===== src/rtl/mem_port_if.sv =====
// mem_port_if: request/response handshake plus RAM control bundle for mem_port.
//   slave  modport: mem_port side (accepts requests, issues responses, drives RAM controls).
//   master modport: core/RAM side (issues requests, consumes responses, returns RAM read data).
//   Request : I_req_valid/O_req_ready, I_req_write, I_req_size, I_req_signed, I_req_addr, I_req_data
//   Response: O_rsp_valid/I_rsp_ready, O_rsp_data, O_rsp_fault
//   RAM     : O_ram_enable, O_ram_write, O_ram_size, O_ram_addr, O_ram_data, I_ram_data
interface mem_port_if;
  localparam int unsigned AW = 16;
  localparam int unsigned DW = 16;

  logic          I_req_valid;
  logic          O_req_ready;
  logic          I_req_write;
  logic [1:0]    I_req_size;
  logic          I_req_signed;
  logic [AW-1:0] I_req_addr;
  logic [DW-1:0] I_req_data;

  logic          O_rsp_valid;
  logic          I_rsp_ready;
  logic [DW-1:0] O_rsp_data;
  logic          O_rsp_fault;

  logic          O_ram_enable;
  logic          O_ram_write;
  logic [1:0]    O_ram_size;
  logic [AW-1:0] O_ram_addr;
  logic [DW-1:0] O_ram_data;
  logic [DW-1:0] I_ram_data;

  modport slave (
    input  I_req_valid, I_req_write, I_req_size, I_req_signed, I_req_addr, I_req_data,
    input  I_rsp_ready, I_ram_data,
    output O_req_ready, O_rsp_valid, O_rsp_data, O_rsp_fault,
    output O_ram_enable, O_ram_write, O_ram_size, O_ram_addr, O_ram_data
  );

  modport master (
    output I_req_valid, I_req_write, I_req_size, I_req_signed, I_req_addr, I_req_data,
    output I_rsp_ready, I_ram_data,
    input  O_req_ready, O_rsp_valid, O_rsp_data, O_rsp_fault,
    input  O_ram_enable, O_ram_write, O_ram_size, O_ram_addr, O_ram_data
  );
endinterface


===== src/rtl/mem_port.sv =====
// mem_port: single-outstanding load/store initiator for the byte-addressed ram block.
//   I_clk   : clock
//   I_reset : synchronous active-high reset (shared with the ram)
//   bus     : mem_port_if.slave -- request handshake, response handshake, RAM controls
//   MEM_TOP : highest legal byte address; a word access needs addr+1 <= MEM_TOP
// All outputs are registered. Sequence: IDLE -> ACCESS -> (CAPTURE) -> RESP -> IDLE,
// with faulting requests going straight from IDLE to RESP without touching the RAM.
module mem_port #(
  parameter logic [15:0] MEM_TOP = 16'h07FF
) (
  input  logic       I_clk,
  input  logic       I_reset,
  mem_port_if.slave  bus
);
  localparam int unsigned AW = 16;
  localparam int unsigned DW = 16;

  typedef enum logic [1:0] {
    ST_IDLE    = 2'd0,
    ST_ACCESS  = 2'd1,
    ST_CAPTURE = 2'd2,
    ST_RESP    = 2'd3
  } state_t;

  state_t        r_state,      w_state;
  logic          r_write,      w_write;
  logic [1:0]    r_size,       w_size;
  logic          r_signed,     w_signed;
  logic          r_req_ready,  w_req_ready;
  logic          r_rsp_valid,  w_rsp_valid;
  logic [DW-1:0] r_rsp_data,   w_rsp_data;
  logic          r_rsp_fault,  w_rsp_fault;
  logic          r_ram_enable, w_ram_enable;
  logic          r_ram_write,  w_ram_write;
  logic [1:0]    r_ram_size,   w_ram_size;
  logic [AW-1:0] r_ram_addr,   w_ram_addr;
  logic [DW-1:0] r_ram_data,   w_ram_data;

  logic          w_fault;
  logic [DW-1:0] w_load_data;

  // Illegal size, out-of-range byte, or word whose upper byte falls past MEM_TOP.
  always_comb begin
    w_fault = 1'b0;
    if ((bus.I_req_size != 2'd1) && (bus.I_req_size != 2'd2)) w_fault = 1'b1;
    if (bus.I_req_addr > MEM_TOP)                              w_fault = 1'b1;
    if ((bus.I_req_size == 2'd2) && (bus.I_req_addr >= MEM_TOP)) w_fault = 1'b1;
  end

  // Load result formatting from the RAM read data visible in CAPTURE.
  always_comb begin
    w_load_data = {8'h00, bus.I_ram_data[7:0]};
    if (r_size == 2'd2)
      w_load_data = bus.I_ram_data;
    else if (r_signed)
      w_load_data = {{8{bus.I_ram_data[7]}}, bus.I_ram_data[7:0]};
  end

  // Next-state and next-output logic.
  always_comb begin
    w_state      = r_state;
    w_write      = r_write;
    w_size       = r_size;
    w_signed     = r_signed;
    w_rsp_data   = r_rsp_data;
    w_rsp_fault  = r_rsp_fault;
    w_ram_enable = 1'b0;
    w_ram_write  = r_ram_write;
    w_ram_size   = r_ram_size;
    w_ram_addr   = r_ram_addr;
    w_ram_data   = r_ram_data;

    unique case (r_state)
      ST_IDLE: begin
        if (bus.I_req_valid && r_req_ready) begin
          w_write  = bus.I_req_write;
          w_size   = bus.I_req_size;
          w_signed = bus.I_req_signed;
          if (w_fault) begin
            w_state     = ST_RESP;
            w_rsp_fault = 1'b1;
            w_rsp_data  = '0;
          end else begin
            // RAM controls are loaded only for legal requests so they hold otherwise.
            w_state      = ST_ACCESS;
            w_ram_enable = 1'b1;
            w_ram_write  = bus.I_req_write;
            w_ram_size   = bus.I_req_size;
            w_ram_addr   = bus.I_req_addr;
            w_ram_data   = bus.I_req_data;
          end
        end
      end
      ST_ACCESS: begin
        if (r_write) begin
          w_state     = ST_RESP;
          w_rsp_data  = '0;
          w_rsp_fault = 1'b0;
        end else begin
          w_state = ST_CAPTURE;
        end
      end
      ST_CAPTURE: begin
        w_state     = ST_RESP;
        w_rsp_data  = w_load_data;
        w_rsp_fault = 1'b0;
      end
      ST_RESP: begin
        if (bus.I_rsp_ready) begin
          w_state     = ST_IDLE;
          w_rsp_data  = '0;
          w_rsp_fault = 1'b0;
        end
      end
      default: w_state = ST_IDLE;
    endcase

    w_req_ready = (w_state == ST_IDLE);
    w_rsp_valid = (w_state == ST_RESP);
  end

  // State and output registers.
  always_ff @(posedge I_clk) begin
    if (I_reset) begin
      r_state      <= ST_IDLE;
      r_write      <= 1'b0;
      r_size       <= 2'd0;
      r_signed     <= 1'b0;
      r_req_ready  <= 1'b1;
      r_rsp_valid  <= 1'b0;
      r_rsp_data   <= '0;
      r_rsp_fault  <= 1'b0;
      r_ram_enable <= 1'b0;
      r_ram_write  <= 1'b0;
      r_ram_size   <= 2'd0;
      r_ram_addr   <= '0;
      r_ram_data   <= '0;
    end else begin
      r_state      <= w_state;
      r_write      <= w_write;
      r_size       <= w_size;
      r_signed     <= w_signed;
      r_req_ready  <= w_req_ready;
      r_rsp_valid  <= w_rsp_valid;
      r_rsp_data   <= w_rsp_data;
      r_rsp_fault  <= w_rsp_fault;
      r_ram_enable <= w_ram_enable;
      r_ram_write  <= w_ram_write;
      r_ram_size   <= w_ram_size;
      r_ram_addr   <= w_ram_addr;
      r_ram_data   <= w_ram_data;
    end
  end

  assign bus.O_req_ready  = r_req_ready;
  assign bus.O_rsp_valid  = r_rsp_valid;
  assign bus.O_rsp_data   = r_rsp_data;
  assign bus.O_rsp_fault  = r_rsp_fault;
  assign bus.O_ram_enable = r_ram_enable;
  assign bus.O_ram_write  = r_ram_write;
  assign bus.O_ram_size   = r_ram_size;
  assign bus.O_ram_addr   = r_ram_addr;
  assign bus.O_ram_data   = r_ram_data;
endmodule


===== src/flat_wrapper.sv =====
// flat-port wrapper written by rule: the top's interface ports become plain ports
module mem_port_flat 
#(
  parameter logic [15:0] MEM_TOP = 16'h07FF
)
  (I_clk, I_reset, bus_I_req_valid, bus_I_req_write, bus_I_req_size, bus_I_req_signed, bus_I_req_addr, bus_I_req_data, bus_I_rsp_ready, bus_I_ram_data, bus_O_req_ready, bus_O_rsp_valid, bus_O_rsp_data, bus_O_rsp_fault, bus_O_ram_enable, bus_O_ram_write, bus_O_ram_size, bus_O_ram_addr, bus_O_ram_data);
  mem_port_if bus_i ();
  input  logic I_clk;
  input  logic I_reset;
  input wire logic [$bits(bus_i.I_req_valid)-1:0] bus_I_req_valid;
  input wire logic [$bits(bus_i.I_req_write)-1:0] bus_I_req_write;
  input wire logic [$bits(bus_i.I_req_size)-1:0] bus_I_req_size;
  input wire logic [$bits(bus_i.I_req_signed)-1:0] bus_I_req_signed;
  input wire logic [$bits(bus_i.I_req_addr)-1:0] bus_I_req_addr;
  input wire logic [$bits(bus_i.I_req_data)-1:0] bus_I_req_data;
  input wire logic [$bits(bus_i.I_rsp_ready)-1:0] bus_I_rsp_ready;
  input wire logic [$bits(bus_i.I_ram_data)-1:0] bus_I_ram_data;
  output wire logic [$bits(bus_i.O_req_ready)-1:0] bus_O_req_ready;
  output wire logic [$bits(bus_i.O_rsp_valid)-1:0] bus_O_rsp_valid;
  output wire logic [$bits(bus_i.O_rsp_data)-1:0] bus_O_rsp_data;
  output wire logic [$bits(bus_i.O_rsp_fault)-1:0] bus_O_rsp_fault;
  output wire logic [$bits(bus_i.O_ram_enable)-1:0] bus_O_ram_enable;
  output wire logic [$bits(bus_i.O_ram_write)-1:0] bus_O_ram_write;
  output wire logic [$bits(bus_i.O_ram_size)-1:0] bus_O_ram_size;
  output wire logic [$bits(bus_i.O_ram_addr)-1:0] bus_O_ram_addr;
  output wire logic [$bits(bus_i.O_ram_data)-1:0] bus_O_ram_data;
  assign bus_i.I_req_valid = bus_I_req_valid;
  assign bus_i.I_req_write = bus_I_req_write;
  assign bus_i.I_req_size = bus_I_req_size;
  assign bus_i.I_req_signed = bus_I_req_signed;
  assign bus_i.I_req_addr = bus_I_req_addr;
  assign bus_i.I_req_data = bus_I_req_data;
  assign bus_i.I_rsp_ready = bus_I_rsp_ready;
  assign bus_i.I_ram_data = bus_I_ram_data;
  assign bus_O_req_ready = bus_i.O_req_ready;
  assign bus_O_rsp_valid = bus_i.O_rsp_valid;
  assign bus_O_rsp_data = bus_i.O_rsp_data;
  assign bus_O_rsp_fault = bus_i.O_rsp_fault;
  assign bus_O_ram_enable = bus_i.O_ram_enable;
  assign bus_O_ram_write = bus_i.O_ram_write;
  assign bus_O_ram_size = bus_i.O_ram_size;
  assign bus_O_ram_addr = bus_i.O_ram_addr;
  assign bus_O_ram_data = bus_i.O_ram_data;
  mem_port #(.MEM_TOP(MEM_TOP)) u_core (.I_clk(I_clk), .I_reset(I_reset), .bus(bus_i));
endmodule

===== config.mk =====
export PLATFORM = sky130hd
export DESIGN_NAME = mem_port_flat
export DESIGN_NICKNAME = d
export VERILOG_FILES = /design/src/rtl/mem_port_if.sv /design/src/rtl/mem_port.sv /design/src/flat_wrapper.sv
export SDC_FILE = /design/constraint.sdc
export NUM_CORES = 1
export LEC_CHECK = 0
export BUFFER_PORTS_ARGS = -buffer_cell sky130_fd_sc_hd__buf_2
export CAP_MARGIN = 20
export CORE_MARGIN = 3
export CORE_UTILIZATION = 35
export DETAILED_ROUTE_END_ITERATION = 16
export GPL_ROUTABILITY_DRIVEN = 0
export MAX_ROUTING_LAYER = met4
export PLACE_DENSITY = 0.62
export SETUP_SLACK_MARGIN = 0.15
export SLEW_MARGIN = 15
export SYNTH_ARGS = -nofsm -noshare
export SYNTH_HDL_FRONTEND = slang
export SYNTH_SLANG_ARGS = --single-unit

===== constraint.sdc =====
create_clock -name I_clk -period 1.8 [get_ports I_clk]
set_clock_uncertainty 0.1 [all_clocks]
set_input_delay 0.09 -clock I_clk [delete_from_list [all_inputs] [get_ports I_clk]]
set_output_delay 0.09 -clock I_clk [all_outputs]
set_load 0.03 [all_outputs]

==> impl_metrics.json, run 1 <==
{
  "cts_buffer_depth": 2,
  "grt-ovfl-total": 0,
  "clk_pin_slew_ns": 0.07,
  "criticalPathCategory": "reg -> reg",
  "synth-simple-area-share_pct": 15.9,
  "drcViolationCount": 0,
  "synth_area_um2": 2530,
  "yosysTopAreaCell": "dfxtp_1",
  "fmax_mhz": 632,
  "power.leakage_nw": 1.66,
  "cp_max_fo": 7,
  "synth_top_family_by_area": "compound AO/OA/AOI/OAI gates",
  "cts_tree": "built",
  "syn_nets": 341,
  "setup_ws_ns": 0.218,
  "rows": 30,
  "relSlewSlack_pct": 71.3,
  "clk_latency_ns": 0.34,
  "grt_pass1_wl_mm": 13.1,
  "ys_warn_count": 0,
  "wl_per_cell_um": 15.1,
  "p_per_area_nw_per_um2": 829,
  "drt-total-wl_mm": 8.24,
  "syn_inst": 284,
  "synthTopCellsByArea": "dfxtp_1 48%, o31ai_1 11%, a21oi_1 10%",
  "die_h_um": 91.0,
  "hold_depth": 3,
  "clock_sinks": 61,
  "antenna_found_initial": 0,
  "grt_use_total_pct": 20.0,
  "area_growth_pct": 56.2,
  "hold_path_class": "in -> reg",
  "synth_xor_area_share_pct": 0,
  "num_io_pins": 111,
  "slowest_stage": "or3b_1",
  "htreeDepth": 3,
  "hold_violations": 0,
  "worst_pin_slew_ns": 0.428,
  "crit_family": "simple AND/OR/NAND/NOR gates",
  "fin_crit_ns": 1.58,
  "fillCellCount": 658,
  "r2r_slack_ns": 0.22,
  "n_antenna_cell": 0,
  "vias": 2834,
  "fin_nets": 501,
  "drive_gt1_share_pct": 34.7,
  "endpoint_kind": "flip-flop",
  "portBuffers": 110,
  "cts_made_buffers": 9,
  "synth_compound_area_share_pct": 28.0,
  "coreArea_um2": 6910,
  "min_from": "bus_I_ram_data[7]",
  "rsz0062_at_grt": "no",
  "path_buf_inv": 1,
  "dpl.hpwl_mm": 5.21,
  "pre_cts_ws_ns": 0.0204,
  "cap_violations": 0,
  "grt_max_degree": 35,
  "crit_chain": "or3b_1 -> o211ai_4 -> buf_4 -> a21oi_1 -> o221a_2",
  "yosys.area_share.adder_pct": 0.495,
  "worst_hold_path.endpoint": "u_core.bus.O_rsp_data[7]",
  "slew_violations": 0,
  "synth_top_area_share_pct": 48.3,
  "synth-seq-area-share_pct": 48.3,
  "via_per_inst": 5.20,
  "final_antenna_net_count": 0,
  "setup_viol": 0,
  "initial_core_util_pct": 36.6,
  "r2r_start": "u_core.r_state[1]",
  "grt_pass1_vias": 2610,
  "drtPass1Iterations": 4,
  "start_kind": "flip-flop",
  "cp.arrival_ns": 1.71,
  "status": "completed",
  "cts-root-buf": "clkbuf_8",
  "drt_iter0_drc": 200,
  "die_area_um2": 8270,
  "vdd_drop_max_v": 0.000369,
  "ys_types": 33,
  "yosys-mux-area-fraction_pct": 0,
  "power_mw": 3.27,
  "reg2reg_depth": 5,
  "die_w_um": 91.0,
  "period_share_pct": 87.9,
  "ys_ff_latch": 61,
  "slowest_delay_ns": 0.43,
  "syn_area_per_cell_um2": 8.89,
  "setup-tns-final_ns": 0,
  "timing.rr.end": "u_core.bus.O_rsp_fault",
  "worstPathRequired_ns": 1.92,
  "fin_util_pct": 57.1
}
-- cells by family (layout without fill, tap and decap cells) --
group	Yosys count	count (layout)
AO/OA/AOI/OAI	111	111
adder cells (fa/ha/maj)	1	1
buffers and inverters	41	206
flip-flops	61	61
AND/OR/NAND/NOR	70	70
-- Yosys cell counts --
| cell | instances |
|---|---|
| a2111oi_2 | 1 |
| a211o_1 | 1 |
| a211oi_1 | 7 |
| a21o_1 | 1 |
| a21oi_1 | 51 |
| a31oi_1 | 1 |
| a31oi_2 | 1 |
| and2_1 | 1 |
| and3_1 | 4 |
| buf_1 | 1 |
| buf_2 | 8 |
| buf_4 | 3 |
| buf_6 | 1 |
| clkbuf_1 | 17 |
| dfxtp_1 | 61 |
| ha_1 | 1 |
| inv_1 | 11 |
| nand2_1 | 12 |
| nand2b_1 | 1 |
| nand3_1 | 2 |
| nand3_2 | 1 |
| nand4_1 | 33 |
| nor2_1 | 5 |
| nor2b_1 | 1 |
| nor3_1 | 2 |
| nor3b_1 | 5 |
| nor4_1 | 1 |
| o211ai_2 | 1 |
| o21ai_0 | 8 |
| o221a_2 | 1 |
| o31ai_1 | 38 |
| or3_1 | 1 |
| or3b_1 | 1 |
-- routing by layer --
| layer | share of wire (%) | track usage, % | wire (um) | vias up |
|---|---|---|---|---|
| met2 | 45 | 28.8 | 3730 | 97 |
| met1 | 49 | 27.4 | 4020 | 1330 |
| met5 | 0 | - | 0 | - |
| li1 | - | - | - | 1399 |
| met4 | 0.85 | 6.16 | 70 | 0 |
| met3 | 5.1 | 5.39 | 417 | 8 |
-- final cells by class --
class,instances,area (um^2),area share [%]
well taps,96,120,3.04
flip-flops and latches,61,1220,31.0
multi-input cells,182,1150,29.0
clock inverters,4,47.5,1.20
clock buffers,12,145,3.68
repair buffers,179,1220,31.0
inverters,11,41.3,1.05
-- worst register-to-register path: cells and delay by family, from the launching register on --
| kind | cells | cell delay, ns |
|---|---|---|
| and+or+nand+nor | 1 | 0.44 |
| AOI/OAI and AO/OA | 3 | 0.41 |
| DFF | 1 | 0.37 |
| buffers and inverters | 1 | 0.16 |
-- metrics by stage --
stage	hold WS [ns]	instances	area, um^2
floorplan	0.115	284	2530
CTS	0.0170	542	3900
global placement	0.221	479	3240
detailed placement	0.228	479	3240
finish	0.0234	545	3950
global route	0.0260	545	3950
-- cell usage in the layout (no fill, tap or decap), types with 2 or more instances in the layout --
cell type | netlist | layout
buf_4 | 3 | 19
clkbuf_1 | 17 | 2
o21ai_0 | 8 | 8
o31ai_1 | 38 | 38
and3_1 | 4 | 4
clkbuf_8 | 0 | 10
nand3_1 | 2 | 2
nor2_1 | 5 | 4
dfxtp_1 | 61 | 60
buf_2 | 8 | 110
nand4_1 | 33 | 33
dlygate4sd3_1 | 0 | 47
nand2_1 | 12 | 12
inv_1 | 11 | 11
a21oi_1 | 51 | 51
nor3_2 | 0 | 2
clkinv_2 | 0 | 2
buf_12 | 0 | 3
nor3b_1 | 5 | 5
a211oi_1 | 7 | 7
-- flip-flops by register name, summed over array words and instances (netlist names) --
register,count
u_core.r_size,2
u_core.bus.O_ram_addr,16
u_core.bus.O_ram_enable,1
u_core.r_signed,1
u_core.bus.O_req_ready,1
u_core.bus.O_rsp_data,16
u_core.r_state,2
u_core.bus.O_ram_size,2
u_core.bus.O_ram_write,1
u_core.r_write,1
u_core.bus.O_rsp_fault,1
u_core.bus.O_ram_data,16
u_core.bus.O_rsp_valid,1
-- power by group --
part           internal [mW]  switching (mW)  leakage, nW
Sequential              1.40          0.0329        0.494
Combinational          0.282           0.363         1.07
Clock                  0.673           0.523       0.0964
-- worst max-delay path by stage --
stage | startpoint | endpoint | slack [ns] | depth (start not counted)
final | u_core.r_state[1] | u_core.bus.O_rsp_fault | 0.22 | 5
after global routing | u_core.r_state[1] | u_core.bus.O_ram_addr[8] | 0.15 | 5
after CTS | u_core.r_state[1] | u_core.bus.O_ram_addr[13] | 0.16 | 4
after detailed placement | bus_I_req_size[0] | u_core.bus.O_rsp_data[2] | 0.02 | 7
after global placement | bus_I_req_size[0] | u_core.bus.O_rsp_valid | 0.06 | 7
after floorplan | u_core.r_state[1] | u_core.bus.O_ram_addr[2] | 0.26 | 5
-- what timing repair did --
action	in CTS	in global routing
hold buffers	47	0
endpoints found under the setup margin	0	19
hold endpoints to repair	50	0
resized for setup	0	5
setup buffers	0	3
No activity file was read; power rests on OpenSTA's default activity.
==> run 2: changes to the inputs <==
==> constraint.sdc (replaced) <==
create_clock -name I_clk -period 2 [get_ports I_clk]
set_clock_uncertainty 0.1 [all_clocks]
set_input_delay 0.1 -clock I_clk [delete_from_list [all_inputs] [get_ports I_clk]]
set_output_delay 0.1 -clock I_clk [all_outputs]
set_load 0.03 [all_outputs]
==> run 2 against run 1 <==
- clock power is 10% lower
- combinational power is 18% lower
- sequential share of layout area up 0.55 points
- highest routed layer unchanged
- largest power group unchanged
- design area is 1.8% lower
- clock-buffer cell count decreased by 3
- final cell count fell by 0.73%
==> impl_metrics.json, run 2 (synthesized netlist as in run 1, its figures left out) <==
{
  "status": "completed",
  "final_cell_mix": "110 x buf_2, 61 x dfxtp_1, 51 x a21oi_1, 47 x dlygate4sd3_1, 38 x o31ai_1",
  "crit_chain": "dlygate4sd3_1 -> buf_2 -> nand4_1 -> or3_4 -> buf_4 -> a21oi_1 -> o221a_2",
  "wl_per_cell_um": 15.3,
  "criticalPathCategory": "in -> reg",
  "cap_violations": 0,
  "pre_cts_ws_ns": 0.203,
  "slowest_delay_ns": 0.54,
  "portBuffers": 110,
  "hold_path_class": "in -> reg",
  "clk_pin_slew_ns": 0.07,
  "fin_crit_ns": 1.74,
  "startpoint": "bus_I_req_addr[9]",
  "final_antenna_net_count": 0,
  "rsz0062_at_grt": "no",
  "cp_max_fo": 23,
  "die_area_um2": 8270,
  "drive_gt1_share_pct": 33.9,
  "setup_viol": 0,
  "start_kind": "input pin",
  "dpl.hpwl_mm": 5.20,
  "initial_core_util_pct": 36.6,
  "r2r_start": "u_core.r_state[0]",
  "min_from": "bus_I_ram_data[7]",
  "layout_commonest_cell": "buf_2",
  "area_growth_pct": 53.3,
  "vdd_drop_max_v": 0.000390,
  "cts_made_buffers": 9,
  "cts_tree": "built",
  "coreArea_um2": 6910,
  "met1Wirelength_mm": 3.98,
  "met3WireLength_um": 396,
  "ff_latch_area_um2": 1220,
  "drcViolationCount": 0,
  "slew_violations": 0,
  "period_share_pct": 87.1,
  "die_h_um": 91.0,
  "fin_nets": 497,
  "fillCellCount": 701,
  "n_antenna_cell": 0,
  "antenna_found_initial": 0,
  "die_w_um": 91.0,
  "rows": 30,
  "drt_iter0_drc": 202,
  "post-cts-setup-buffers": 0,
  "p_per_area_nw_per_um2": 747,
  "cts-root-buf": "clkbuf_8",
  "num_io_pins": 111,
  "clock_sinks": 61,
  "vias": 2817,
  "worstPathRequired_ns": 2.19,
  "cp.arrival_ns": 1.93,
  "slowest_stage": "dlygate4sd3_1",
  "relSlewSlack_pct": 64.3,
  "drtPass1Iterations": 4,
  "power.leakage_nw": 1.63,
  "worst_pin_slew_ns": 0.534,
  "htreeDepth": 3,
  "clk_latency_ns": 0.34,
  "endpoint_kind": "flip-flop",
  "setup_ws_ns": 0.259,
  "grt_max_degree": 35,
  "multiInputGateArea_um2": 1130,
  "grt-ovfl-total": 0,
  "grt_use_total_pct": 19.9,
  "hold_violations": 0,
  "cts_buffer_depth": 2,
  "drt-total-wl_mm": 8.26,
  "dr_wl_met2_mm": 3.72,
  "setup-tns-final_ns": 0,
  "top_layer": "met4",
  "fmax_mhz": 574,
  "grt_pass1_vias": 2702,
  "via_per_inst": 5.21,
  "grt_pass1_wl_mm": 13.3
}
==> run 2: cell count changes in the layout (fill, tap and decap cells not counted), sizes merged <==
cell    delta
clkinv     +3
clkbuf     -3
buf        -4
==> run 2: per-stage QoR <==
stage                     power [mW]  cell area (um^2)  std cells  hold WS [ns]  utilization, %
after floorplan                 1.60              2530        284         0.125               -
after global placement          1.76              3210        478         0.234            46.4
after detailed placement        1.77              3210        478         0.243            46.4
after CTS                       2.91              3870        541       0.00143            56.0
after global routing            3.02              3870        541        0.0403            56.1
final                           2.89              3870        541       0.00930            56.1
==> run 2: report_power, final <==
part | leakage (nW) | total [mW] | switching [mW] | internal [mW]
logic | 1.04 | 0.528 | 0.305 | 0.223
registers | 0.494 | 1.29 | 0.0307 | 1.26
clock network | 0.0987 | 1.08 | 0.510 | 0.568
total | 1.63 | 2.89 | 0.845 | 2.05
==> run 2: cell type report <==
| class | count | area share [%] |
|---|---|---|
| Sequential cell | 61 | 31.5 |
| Clock buffer | 9 | 3.20 |
| Inverter | 11 | 1.07 |
| Tap cell | 96 | 3.10 |
| Multi-Input combinational cell | 182 | 29.2 |
| Timing Repair Buffer | 175 | 30.2 |
| Clock inverter | 7 | 1.71 |
==> run 2: critical path, delay by kind of cell <==
family,cells,cell delay [ns]
AND/OR/NAND/NOR,2,0.60
AO/OA/AOI/OAI,2,0.34
buffers and inverters,3,0.89
==> run 2: final timing paths <==
path                                            endpoint  slack [ns]  depth (start not counted)
worst min register to register          u_core.r_size[1]        0.36                          2
worst max register to register  u_core.bus.O_rsp_data[9]        0.26                          5
worst min-delay path            u_core.bus.O_rsp_data[7]       0.009                          3
worst max-delay path              u_core.bus.O_rsp_fault        0.26                          7
==> run 2: routing by layer <==
layer	global-route usage, %	up-vias
met1	28.0	1322
met5	-	-
met4	7.41	0
met2	28.4	91
li1	-	1390
met3	3.73	14
==> run 2: repair_timing <==
item / CTS / global route
hold endpoints to repair: 50 / 0
endpoints found under the setup margin: 0 / 9
hold buffers: 47 / 0
resized for setup: 0 / 1
